<file path="src/rtl/step_controller.sv">
// rtl/step_controller.sv - button-driven single-step and free-run CPU step enable generator
//
// Purpose:
//   Turns each clean button press into exactly one single-cycle step enable,
//   or produces a periodic step enable every RUN_DIV cycles in free-run mode.
//   Stepping is frozen while the core reports halt.
//
// Ports:
//   clk_in      system clock
//   rst_n       asynchronous active-low reset
//   btn_stable  debounced button level, already synchronous to clk_in
//   run_mode    asynchronous slide switch, 1 = free-run, 0 = single-step
//   halt_in     synchronous halt level from the core
//   step_en     registered one-cycle CPU advance enable
//   step_count  saturating count of step_en pulses issued
//   running     high while in RUN
//   halted      high while in HALTED

module step_controller #(
  parameter int RUN_DIV = 50000000,
  parameter int CNT_W   = 16
) (
  input  logic             clk_in,
  input  logic             rst_n,
  input  logic             btn_stable,
  input  logic             run_mode,
  input  logic             halt_in,
  output logic             step_en,
  output logic [CNT_W-1:0] step_count,
  output logic             running,
  output logic             halted
);

  localparam int DIV_W = (RUN_DIV > 2) ? $clog2(RUN_DIV) : 1;
  localparam logic [DIV_W-1:0] DIV_MAX = DIV_W'(RUN_DIV - 1);

  typedef enum logic [2:0] {
    IDLE     = 3'd0,
    STEP     = 3'd1,
    WAIT_REL = 3'd2,
    RUN      = 3'd3,
    HALTED   = 3'd4
  } state_t;

  state_t           state;
  state_t           state_nx;
  logic [DIV_W-1:0] div_q;
  logic [DIV_W-1:0] div_nx;
  logic             btn_prev;
  logic             run_meta;
  logic             run_s;
  logic             rise;
  logic             pulse_nx;
  logic             step_en_nx;

  assign rise = btn_stable & ~btn_prev;

  // run_mode comes straight from a switch, so it is double-flopped first.
  always_ff @(posedge clk_in or negedge rst_n) begin
    if (!rst_n) begin
      run_meta <= 1'b0;
      run_s    <= 1'b0;
      btn_prev <= 1'b0;
    end else begin
      run_meta <= run_mode;
      run_s    <= run_meta;
      btn_prev <= btn_stable;
    end
  end

  always_comb begin
    state_nx = state;
    div_nx   = div_q;
    pulse_nx = 1'b0;
    case (state)
      IDLE: begin
        if (halt_in) begin
          state_nx = HALTED;
        end else if (run_s) begin
          state_nx = RUN;
          div_nx   = '0;
        end else if (rise) begin
          state_nx = STEP;
        end
      end
      STEP: begin
        // The pulse is already on the output this cycle; halt only redirects.
        state_nx = halt_in ? HALTED : WAIT_REL;
      end
      WAIT_REL: begin
        if (halt_in) begin
          state_nx = HALTED;
        end else if (!btn_stable) begin
          state_nx = IDLE;
        end
      end
      RUN: begin
        if (halt_in) begin
          state_nx = HALTED;
        end else if (!run_s) begin
          state_nx = IDLE;
          div_nx   = '0;
        end else if (div_q == DIV_MAX) begin
          div_nx   = '0;
          pulse_nx = 1'b1;
        end else begin
          div_nx = div_q + 1'b1;
        end
      end
      HALTED: begin
        if (!halt_in) begin
          state_nx = IDLE;
          div_nx   = '0;
        end
      end
      default: begin
        state_nx = IDLE;
        div_nx   = '0;
      end
    endcase
  end

  // Outputs are registered from the next-state view so that step_en lines up
  // with the cycle the FSM actually sits in STEP.
  assign step_en_nx = pulse_nx | (state_nx == STEP);

  always_ff @(posedge clk_in or negedge rst_n) begin
    if (!rst_n) begin
      state      <= IDLE;
      div_q      <= '0;
      step_en    <= 1'b0;
      running    <= 1'b0;
      halted     <= 1'b0;
      step_count <= '0;
    end else begin
      state   <= state_nx;
      div_q   <= div_nx;
      step_en <= step_en_nx;
      running <= (state_nx == RUN);
      halted  <= (state_nx == HALTED);
      if (step_en && (step_count != {CNT_W{1'b1}})) begin
        step_count <= step_count + CNT_W'(1);
      end
    end
  end

endmodule

</file>
<file path="config.mk">
export PLATFORM = sky130hd
export DESIGN_NAME = step_controller
export DESIGN_NICKNAME = d
export VERILOG_FILES = /design/src/rtl/step_controller.sv
export SDC_FILE = /design/constraint.sdc
export NUM_CORES = 1
export LEC_CHECK = 0
export CAP_MARGIN = 10
export CORE_MARGIN = 2
export CORE_UTILIZATION = 61
export DETAILED_ROUTE_END_ITERATION = 8
export PLACE_DENSITY = 0.94
export SYNTH_ARGS = -nofsm -noshare
export SYNTH_HDL_FRONTEND = slang
export SYNTH_SLANG_ARGS = --single-unit
</file>
<file path="constraint.sdc">
create_clock -name clk_in -period 3.2 [get_ports clk_in]
set_input_delay 0.64 -clock clk_in [delete_from_list [all_inputs] [get_ports clk_in]]
set_output_delay 0.64 -clock clk_in [all_outputs]
set_load 0.02 [all_outputs]
</file>
==> qor.txt, run 1 <==
==================================================================================================
Total negative slack                                                                          0 ns
HPWL after detailed placement                                                         3690 microns
Bufs and invs on worst path                                                                      1
Count of fill cells added during filler insertion                                              286
Post-layout util                                                                             73.2%
Number of antenna-violating nets in the routed design                                            0
Total number of yosys warnings                                                                   0
Worst path setup slack after routing                                                      0.651 ns
Final number of max-transition violations                                                        0
Worst-path cell with the longest stage delay                                          sky130_fd_sc_hd__a2bb2oi_1
Crit path max fanout                                                                            13
Starting Density                                                                             64.7%
Setup fix buffers added after clock tree synthesis                                               0
Proportion of layout cells with a drive suffix above 1                                       7.56%
Clock insertion delay at the later pin of the skew report                                  0.31 ns
Number of clock sinks seen by CTS                                                               51
Total area of multi-input combinational cells                                         0.00125 sq mm
Resized Gates After CTS                                                                          0
Critical path startpoint category                                                        input pin
Worst Path Required                                                                        3.40 ns
Class of the most critical hold timing path                                           input pin to async pin
Setup repair after global routing missed its margin                                             no
Placed cell area                                                                      0.00286 sq mm
Number of top-level pins                                                                        24
Remaining global-route overflow                                                                  0
Fraction of the yosys area taken by sequential cells                                         48.6%
Hold Fails Final Rpt                                                                             0
Worst Max-Slew Pin Slew                                                                   0.668 ns
Final setup violating endpoints                                                                  0
Clock root cell                                                                       sky130_fd_sc_hd__clkbuf_8
Wire length of the first global-routing pass                                          9040 microns
GPL Wtd Cong                                                                                 0.847
Ratio of total power to cell area                                                      428 mW/mm^2
Overall via count from detail_route                                                           2142
Fmax                                                                                       392 MHz
Post-synthesis cell type count                                                                  47
Depth of the CTS H-tree                                                                          2
Diode count                                                                                      0
Ordered cell list for the critical path                                               clkdlybuf4s50_1, a2bb2oi_1, and2_1, nor4_1, a211o_1
CTS buffer count                                                                                 5
Total design power                                                                         1.27 mW
Die area                                                                              0.00484 sq mm
FF+latch area                                                                         0.00128 sq mm
Worst slack at placement                                                                  0.386 ns
Number of storage elements in the synthesis netlist                                             51
Hold buffer count at CTS                                                                         0
Pin count of the biggest net entering global routing                                            52
Hold WS                                                                                   0.268 ns
Number of cell instances on the worst register-to-register path                                  7
Clock Skew                                                                              0.00988 ns
Outcome                                                                                  completed
Number of placed cells counting well taps                                                      332
Standard cell core area                                                               0.00406 sq mm
Beginning of the worst register-to-register path                                      div_q[0]$_DFFE_PN0P_
Die height                                                                            69.6 microns
Non-filler cells, final                                                                        341
Synthesis-to-layout area growth                                                              13.1%
Via count of the first global-routing pass                                                    2027
Final cell area excluding filler cells                                                0.00297 sq mm
Max_slew headroom                                                                            55.3%
Routed via count divided by cell count                                                        6.28
Die extent in x                                                                       69.6 microns
Global Route Usage Sum                                                                       23.0%
Worst setup path start                                                                     halt_in
Standard-cell rows                                                                              23
Drt drc                                                                                          0
Clock transition time at the flip-flop clock pins of the worst setup and hold paths        0.09 ns
Minimum period implied by the final worst setup slack                                      2.55 ns
Initial antenna violation count                                                                  0
Leak Pwr                                                                                   1.21 nW
Final-stage net count                                                                          297
Share of the clock period used by the worst path                                             79.6%
Endpoint class of the critical path                                                       register
Critical path type                                                                    input pin to register
Average footprint of a synthesized cell                                                 9.79 sq um
Total number of cells along the worst setup path                                                 5
Routed Wire Length                                                                    5310 microns
Kind of cell with the highest combined delay on the critical path                     compound AO/OA/AOI/OAI gates
DR WL/cell                                                                            15.6 microns
Number of buffer cells added on primary ports                                                   23
Maximum count of clock buffers along a single path                                               2
Peak supply drop                                                                        0.000304 V
Largest stage delay on the critical path                                                   0.60 ns
Net count of the mapped netlist                                                                275
Syn Std Cell Area                                                                     0.00263 sq mm
Reported max-cap violation count                                                                 0
Minimum setup slack among reg-to-reg paths                                                 0.92 ns
Number of cells produced by synthesis                                                          268
Detailed-routing iteration count for the pre-antenna-repair pass                                 4
TritonCTS clock tree                                                                         built
Number of design-rule violations left by the first detailed-router iteration                   133
Arrival time worst endpoint                                                                2.75 ns
==================================================================================================
==> worst register-to-register path, stage by stage, from the launching register on <==
cell and delay, ns:
sky130_fd_sc_hd__dfrtp_1 0.42, sky130_fd_sc_hd__ha_1 0.21, sky130_fd_sc_hd__and3_1 0.30, sky130_fd_sc_hd__nand3_1 0.15, sky130_fd_sc_hd__o31ai_1 0.22, sky130_fd_sc_hd__buf_4 0.22
sky130_fd_sc_hd__and2_1 0.52, sky130_fd_sc_hd__nor2_1 0.11
==> layout by cell type (no fill, tap or decap), drive strengths merged, types with 2 or more instances in the layout <==
cell / count
a211o: 3
nand3: 21
or2: 2
or4: 5
nand2: 20
inv: 8
xnor2: 15
clkinv: 2
and2: 6
and3: 5
and4: 3
dfrtp: 51
nor4: 4
nand4: 10
nor3: 4
o31ai: 5
a21boi: 2
clkdlybuf4s50: 22
a211oi: 6
nor2b: 2
and2b: 2
a21oi: 10
o21ai: 14
ha: 2
a2111oi: 4
xor2: 6
nor2: 27
clkbuf: 5
a22o: 2
or3: 6
buf: 5
==> final cells by class <==
type,count,area share [%]
Clock inverter,3,0.632
Multi-Input combinational cell,198,42.1
Timing Repair Buffer,27,9.02
Clock buffer,5,2.32
Tap cell,50,2.11
Inverter,7,0.885
Sequential cell,51,43.0
==> logic make-up (layout without fill, tap and decap cells) <==
family	Yosys count	after routing	share of synthesized area, %
and+or+nand+nor	121	121	24.3
AOI/OAI and AO/OA	52	52	14.5
DFF	51	51	48.6
xor gates and xnor gates	21	21	7.01
buffers and inverters	19	42	3.81
adders and majority gates	2	2	0.953
muxes	2	2	0.810
==> report_power, final <==
part	total, mW	internal, mW	switching, mW
sequential	0.716	0.672	0.0436
clock	0.368	0.154	0.214
combinational	0.187	0.0812	0.105
==> worst paths after layout <==
| path | to |
|---|---|
| setup / recovery | div_q[3]$_DFFE_PN0P_ |
| hold reg to reg | run_s$_DFF_PN0_ |
| setup reg to reg | div_q[11]$_DFFE_PN0P_ |
| min in group clk_in | run_s$_DFF_PN0_ |
| max in group asynchronous | div_q[14]$_DFFE_PN0P_ |
| hold / removal | step_count[2]$_DFFE_PN0P_ |
==> flip-flops by register name, summed over array words and instances, names as in the netlist <==
| signal | count |
|---|---|
| btn_prev | 1 |
| div_q | 26 |
| halted | 1 |
| run_meta | 1 |
| run_s | 1 |
| running | 1 |
| state | 3 |
| step_count | 16 |
| step_en | 1 |
==> layer usage <==
| metal | wire (microns) | global-route usage [%] | vias to the layer above |
|---|---|---|---|
| met5 | 0 | 0 | - |
| met4 | 97 | 8.71 | 0 |
| met3 | 248 | 5.09 | 12 |
| met2 | 2680 | 38.9 | 77 |
| met1 | 2290 | 28.7 | 1032 |
| li1 | - | - | 1021 |
==> Yosys cell counts (all sizes together) <==
| cell | instances | area (sq um) |
|---|---|---|
| a2111oi | 4 | 60.1 |
| a211o | 3 | 26.3 |
| a211oi | 6 | 45.0 |
| a21boi | 2 | 15.0 |
| a21o | 1 | 7.51 |
| a21oi | 10 | 53.8 |
| a221oi | 1 | 15.0 |
| a22o | 2 | 17.5 |
| a2bb2oi | 1 | 8.76 |
| a41oi | 1 | 8.76 |
| and2 | 6 | 37.5 |
| and2b | 2 | 15.0 |
| and3 | 5 | 31.3 |
| and4 | 3 | 26.3 |
| and4b | 1 | 10.0 |
| buf | 10 | 65.1 |
| clkbuf | 2 | 8.75 |
| dfrtp | 51 | 1280 |
| ha | 2 | 25.0 |
| inv | 7 | 26.3 |
| mux2 | 1 | 11.3 |
| mux2i | 1 | 10.0 |
| nand2 | 20 | 75.1 |
| nand2b | 1 | 6.26 |
| nand3 | 21 | 105 |
| nand4 | 10 | 62.6 |
| nand4b | 1 | 8.76 |
| nor2 | 27 | 101 |
| nor2b | 2 | 12.5 |
| nor3 | 4 | 20.0 |
| nor4 | 4 | 25.0 |
| nor4b | 1 | 8.76 |
| o211ai | 1 | 7.51 |
| o21ai | 14 | 70.1 |
| o31ai | 5 | 37.5 |
| o41ai | 1 | 8.76 |
| or2 | 2 | 12.5 |
| or3 | 6 | 37.5 |
| or4 | 5 | 41.3 |
| xnor2 | 15 | 131 |
| xor2 | 6 | 52.6 |
No activity file was read; power rests on OpenSTA's default activity.
==> run 2, diff against run 1 <==
--- a/config.mk
+++ b/config.mk
@@ -7,9 +7,9 @@
 export LEC_CHECK = 0
 export CAP_MARGIN = 10
 export CORE_MARGIN = 2
-export CORE_UTILIZATION = 61
+export CORE_UTILIZATION = 57
 export DETAILED_ROUTE_END_ITERATION = 8
-export PLACE_DENSITY = 0.94
+export PLACE_DENSITY = 0.89
 export SYNTH_ARGS = -nofsm -noshare
 export SYNTH_HDL_FRONTEND = slang
 export SYNTH_SLANG_ARGS = --single-unit
==> constraint.sdc (replaced) <==
create_clock -name clk_in -period 2.38 [get_ports clk_in]
set_input_delay 0.476 -clock clk_in [delete_from_list [all_inputs] [get_ports clk_in]]
set_output_delay 0.476 -clock clk_in [all_outputs]
set_load 0.02 [all_outputs]
==> qor.txt, run 2 (synthesized netlist as in run 1, its figures left out) <==
==================================================================================================
FF+latch area                                                                         0.00128 sq mm
Arrival time worst endpoint                                                                2.36 ns
Die height                                                                            71.9 microns
Standard-cell rows                                                                              24
Number of top-level pins                                                                        24
Worst path setup slack after routing                                                      0.256 ns
Final setup violating endpoints                                                                  0
Proportion of layout cells with a drive suffix above 1                                       9.46%
HPWL after detailed placement                                                         3690 microns
Flip-flop count of the largest register after layout                                            26
Drt drc                                                                                          0
Number of antenna-violating nets in the routed design                                            0
Post-layout util                                                                             69.0%
Total negative slack                                                                          0 ns
Most common cell after layout, fill and taps aside                                    sky130_fd_sc_hd__dfrtp_1
Worst Path Required                                                                        2.62 ns
Diode count                                                                                      0
Largest registers                                                                     div_q (26), step_count (16), state (3)
Class of the most critical hold timing path                                           input pin to async pin
Worst-path cell with the longest stage delay                                          sky130_fd_sc_hd__clkdlybuf4s50_1
Clock insertion delay at the later pin of the skew report                                  0.32 ns
Clock transition time at the flip-flop clock pins of the worst setup and hold paths        0.10 ns
Synthesis-to-layout area growth                                                              15.3%
Routed Wire Length                                                                    5170 microns
Worst Max-Slew Pin Slew                                                                   0.636 ns
Routed via count divided by cell count                                                        6.16
Endpoint class of the critical path                                                       register
Total area of multi-input combinational cells                                         0.00125 sq mm
Depth of the CTS H-tree                                                                          2
Count of fill cells added during filler insertion                                              337
Outcome                                                                                  completed
Initial antenna violation count                                                                  0
Clock Skew                                                                               0.0110 ns
Global Route met2 Usage                                                                      38.7%
Global-route track usage on met1                                                             28.4%
Critical path startpoint category                                                        input pin
Wire length of the first global-routing pass                                          9260 microns
Maximum count of clock buffers along a single path                                               2
Final-stage net count                                                                          302
Overall via count from detail_route                                                           2144
Standard cell core area                                                               0.00438 sq mm
Critical path type                                                                    input pin to register
Global Route Usage Sum                                                                       22.7%
GPL Wtd Cong                                                                                 0.809
Largest register by flop count                                                               div_q
Max_slew headroom                                                                            57.2%
Via count of the first global-routing pass                                                    2069
Number of design-rule violations left by the first detailed-router iteration                   151
Crit path max fanout                                                                            10
DR WL/cell                                                                            14.9 microns
Ratio of total power to cell area                                                      609 mW/mm^2
CTS buffer count                                                                                 5
Final cell area excluding filler cells                                                0.00303 sq mm
Most crowded layer after global routing                                                       met2
Fmax                                                                                       471 MHz
Ordered cell list for the critical path                                               clkdlybuf4s50_1, and2b_1, a221oi_2, a211o_1, buf_4, or3_1, a21oi_1
Detailed-routing iteration count for the pre-antenna-repair pass                                 4
Number of buffer cells added on primary ports                                                   23
Pin count of the biggest net entering global routing                                            52
Leak Pwr                                                                                   1.24 nW
Hold WS                                                                                   0.250 ns
Hold Fails Final Rpt                                                                             0
Die extent in x                                                                       71.9 microns
Leading cell types in the layout, fill and taps excluded                              sky130_fd_sc_hd__dfrtp_1 (51), sky130_fd_sc_hd__nor2_1 (27), sky130_fd_sc_hd__clkdlybuf4s50_1 (22)
Number of clock sinks seen by CTS                                                               51
Clock root cell                                                                       sky130_fd_sc_hd__clkbuf_8
Peak supply drop                                                                        0.000317 V
Setup repair after global routing missed its margin                                             no
Worst slack at placement                                                                -0.0745 ns
GR Util met3                                                                                 5.06%
Final number of max-transition violations                                                        0
Largest stage delay on the critical path                                                   0.45 ns
Placed cell area                                                                      0.00291 sq mm
Remaining global-route overflow                                                                  0
TritonCTS clock tree                                                                         built
Starting Density                                                                             59.9%
Minimum period implied by the final worst setup slack                                      2.12 ns
Share of the clock period used by the worst path                                             89.2%
Die area                                                                              0.00516 sq mm
Number of cell instances on the worst register-to-register path                                  7
Reported max-cap violation count                                                                 0
==================================================================================================
run 2: final cells by class:
cell class,count,share of cell area (%)
timing repair buffer,32,9.68
sequential,51,42.2
tap,52,2.15
inverter,7,0.868
multi-input combinational,198,41.3
clock buffer,5,2.27
clock inverter,3,1.53
run 2: final timing paths:
kind,startpoint,endpoint,slack [ns]
min reg2reg,run_meta$_DFF_PN0_,run_s$_DFF_PN0_,0.35
max,halt_in,div_q[14]$_DFFE_PN0P_,0.26
max reg2reg,div_q[0]$_DFFE_PN0P_,div_q[14]$_DFFE_PN0P_,0.29
min in group clk_in,run_meta$_DFF_PN0_,run_s$_DFF_PN0_,0.35
max in group asynchronous,rst_n,div_q[15]$_DFFE_PN0P_,1.71
min,rst_n,running$_DFF_PN0_,0.25
run 2: power breakdown:
group	switching (mW)	leakage (nW)	internal, mW	total [mW]
clock network	0.303	0.0548	0.317	0.620
registers	0.0608	0.695	0.904	0.965
logic	0.140	0.490	0.117	0.257
run 2: critical path, delay by kind of cell:
kind / cells / cell delay, ns
buffers and inverters: 2 / 0.65
AO/OA/AOI/OAI: 3 / 0.64
AND/OR/NAND/NOR: 2 / 0.58
run 2: routing by layer:
metal / routed length (microns) / up-vias / share of wire (%)
li1: - / 1027 / -
met1: 2260 / 1050 / 44
met2: 2560 / 58 / 49
met3: 275 / 9 / 5.3
met4: 80 / 0 / 1.5
met5: 0 / - / 0
run 2: metrics by stage:
step,cells,total power [mW]
detailed placement,340,1.24
global route,348,1.91
floorplan,268,1.11
finish,348,1.84
global placement,340,1.22
CTS,348,1.85
run 2: repair_timing:
item                       CTS  global route
gates resized for setup      0             1
hold buffers                 0             0
buffers inserted             0             0
setup endpoints to repair    0            11
==> run 3, diff against run 2 <==
--- a/config.mk
+++ b/config.mk
@@ -7,9 +7,9 @@
 export LEC_CHECK = 0
 export CAP_MARGIN = 10
 export CORE_MARGIN = 2
-export CORE_UTILIZATION = 57
+export CORE_UTILIZATION = 51
 export DETAILED_ROUTE_END_ITERATION = 8
-export PLACE_DENSITY = 0.89
+export PLACE_DENSITY = 0.85
 export SYNTH_ARGS = -nofsm -noshare
 export SYNTH_HDL_FRONTEND = slang
 export SYNTH_SLANG_ARGS = --single-unit
==> constraint.sdc (replaced) <==
create_clock -name clk_in -period 1.8 [get_ports clk_in]
set_input_delay 0.36 -clock clk_in [delete_from_list [all_inputs] [get_ports clk_in]]
set_output_delay 0.36 -clock clk_in [all_outputs]
set_load 0.02 [all_outputs]
==> qor.txt, run 3 (synthesized netlist as in run 1, its figures left out) <==
==================================================================================================
DR WL/cell                                                                            16.4 microns
Via count of the first global-routing pass                                                    2372
Placed cell area                                                                      0.00322 sq mm
Detailed-routing iteration count for the pre-antenna-repair pass                                 4
Reported max-cap violation count                                                                 0
Combinational power share                                                                    17.0%
Largest registers                                                                     div_q (26), step_count (16), state (3)
Final number of max-transition violations                                                        0
Number of buffer cells added on primary ports                                                   23
Worst slack at placement                                                                 -0.448 ns
Number of placed cells counting well taps                                                      393
Remaining global-route overflow                                                                  0
Setup repair after global routing missed its margin                                            yes
Non-filler cells, final                                                                        410
Diode count                                                                                      0
Final cell area excluding filler cells                                                0.00358 sq mm
Leading cell types in the layout, fill and taps excluded                              sky130_fd_sc_hd__dfrtp_1 (50), sky130_fd_sc_hd__buf_4 (45), sky130_fd_sc_hd__nor2_1 (25)
Number of antenna-violating nets in the routed design                                            0
Most common cell after layout, fill and taps aside                                    sky130_fd_sc_hd__dfrtp_1
Outcome                                                                               finished with violations
Fmax                                                                                       527 MHz
Clock Skew                                                                               0.0156 ns
Starting Density                                                                             52.1%
Crit path max fanout                                                                             6
Total negative slack                                                                      -1.45 ns
Die height                                                                            75.7 microns
Clock root cell                                                                       sky130_fd_sc_hd__clkbuf_8
Synthesis-to-layout area growth                                                              36.2%
Internal power component                                                                   1.70 mW
Maximum count of clock buffers along a single path                                               2
Worst path setup slack after routing                                                    -0.0972 ns
Leak Pwr                                                                                   1.53 nW
Global Route met2 Usage                                                                      44.8%
Final-stage net count                                                                          346
Minimum period implied by the final worst setup slack                                      1.90 ns
Switching power of the nets                                                               0.694 mW
Flip-flop count of the largest register after layout                                            26
Standard-cell rows                                                                              26
Die extent in x                                                                       75.7 microns
Switching power share of the total                                                           29.0%
Overall via count from detail_route                                                           2393
Die area                                                                              0.00574 sq mm
Clock insertion delay at the later pin of the skew report                                  0.32 ns
Global Route Usage Sum                                                                       24.4%
CTS buffer count                                                                                 5
Share of the clock period used by the worst path                                              105%
Class of the most critical hold timing path                                           register to register
Depth of the CTS H-tree                                                                          2
Drt drc                                                                                          0
Number of top-level pins                                                                        24
GR Util met3                                                                                 4.76%
Wire length of the first global-routing pass                                          10600 microns
Ratio of total power to cell area                                                      669 mW/mm^2
Arrival time worst endpoint                                                                2.12 ns
Largest register by flop count                                                               div_q
Number of design-rule violations left by the first detailed-router iteration                   100
Failing checks                                                                        negative setup slack
Hold WS                                                                                   0.366 ns
GPL Wtd Cong                                                                                 0.852
Minimum setup slack among reg-to-reg paths                                                 -0.1 ns
Endpoint class of the critical path                                                       register
Global-route track usage on met1                                                             28.4%
Standard cell core area                                                               0.00504 sq mm
Post-layout util                                                                             70.9%
Proportion of layout cells with a drive suffix above 1                                       27.9%
Worst Max-Slew Pin Slew                                                                   0.444 ns
Total design power                                                                         2.39 mW
Hold Fails Final Rpt                                                                             0
Most crowded layer after global routing                                                       met2
Initial antenna violation count                                                                  0
Number of clock sinks seen by CTS                                                               51
Routed via count divided by cell count                                                        5.84
Peak supply drop                                                                        0.000434 V
Part of the power in the clock network                                                       29.9%
TritonCTS clock tree                                                                         built
Worst Path Required                                                                        2.02 ns
Routed Wire Length                                                                    6730 microns
Critical path type                                                                    register to register
Max_slew headroom                                                                            70.4%
HPWL after detailed placement                                                         4240 microns
Critical path startpoint category                                                         register
Pin count of the biggest net entering global routing                                            22
Sequential share of power                                                                    53.1%
Clock transition time at the flip-flop clock pins of the worst setup and hold paths        0.10 ns
Final setup violating endpoints                                                                 22
==================================================================================================
-- run 3: path summary, 6_finish.rpt --
kind,start,depth (start not counted),endpoint
setup / recovery,div_q[0]$_DFFE_PN0P_,8,div_q[9]$_DFFE_PN0P_
min in group asynchronous,rst_n,2,step_count[3]$_DFFE_PN0P_
hold reg to reg,run_meta$_DFF_PN0_,0,run_s$_DFF_PN0_
max in group asynchronous,rst_n,3,div_q[13]$_DFFE_PN0P_
hold / removal,run_meta$_DFF_PN0_,0,run_s$_DFF_PN0_
setup reg to reg,div_q[0]$_DFFE_PN0P_,8,div_q[9]$_DFFE_PN0P_
-- run 3: worst max-delay path, stage by stage (launching register included) --
cell and delay, ns:
sky130_fd_sc_hd__dfrtp_1 0.39, sky130_fd_sc_hd__ha_2 0.19, sky130_fd_sc_hd__and3_4 0.21, sky130_fd_sc_hd__buf_6 0.11, sky130_fd_sc_hd__nand3_4 0.08, sky130_fd_sc_hd__o31ai_4 0.32, sky130_fd_sc_hd__buf_6 0.17, sky130_fd_sc_hd__nor2_1 0.04
sky130_fd_sc_hd__a211o_1 0.26
-- run 3: what timing repair did --
action,CTS,global route
pin swaps,7,10
hold buffers,1,0
resized for setup,21,23
hold endpoints to repair,13,0
endpoints found under the setup margin,20,30
cloned,1,0
buffers inserted,6,1
-- run 3: cell type report --
class / count / area (sq um)
fill: 348 / 1470
multi-input combinational: 198 / 1430
sequential: 51 / 1280
timing repair buffer: 76 / 664
tap: 70 / 87.6
clock buffer: 7 / 86.3
inverter: 7 / 26.3
clock inverter: 1 / 8.76
-- run 3: power groups by stage --
stage | Sequential (mW) | Combinational [mW] | Clock [mW]
2_1_floorplan | 1.33 | 0.142 | 0
3_3_place_gp | 1.28 | 0.370 | 0
3_5_place_dp | 1.29 | 0.380 | 0
4_1_cts | 1.27 | 0.389 | 0.716
5_1_grt | 1.28 | 0.439 | 0.758
6_report | 1.27 | 0.407 | 0.716
-- run 3: routing by layer --
metal | vias to the layer above | routed length, microns
met4 | 0 | 266
met5 | - | 0
li1 | 1113 | -
met3 | 25 | 263
met2 | 75 | 3540
met1 | 1180 | 2660
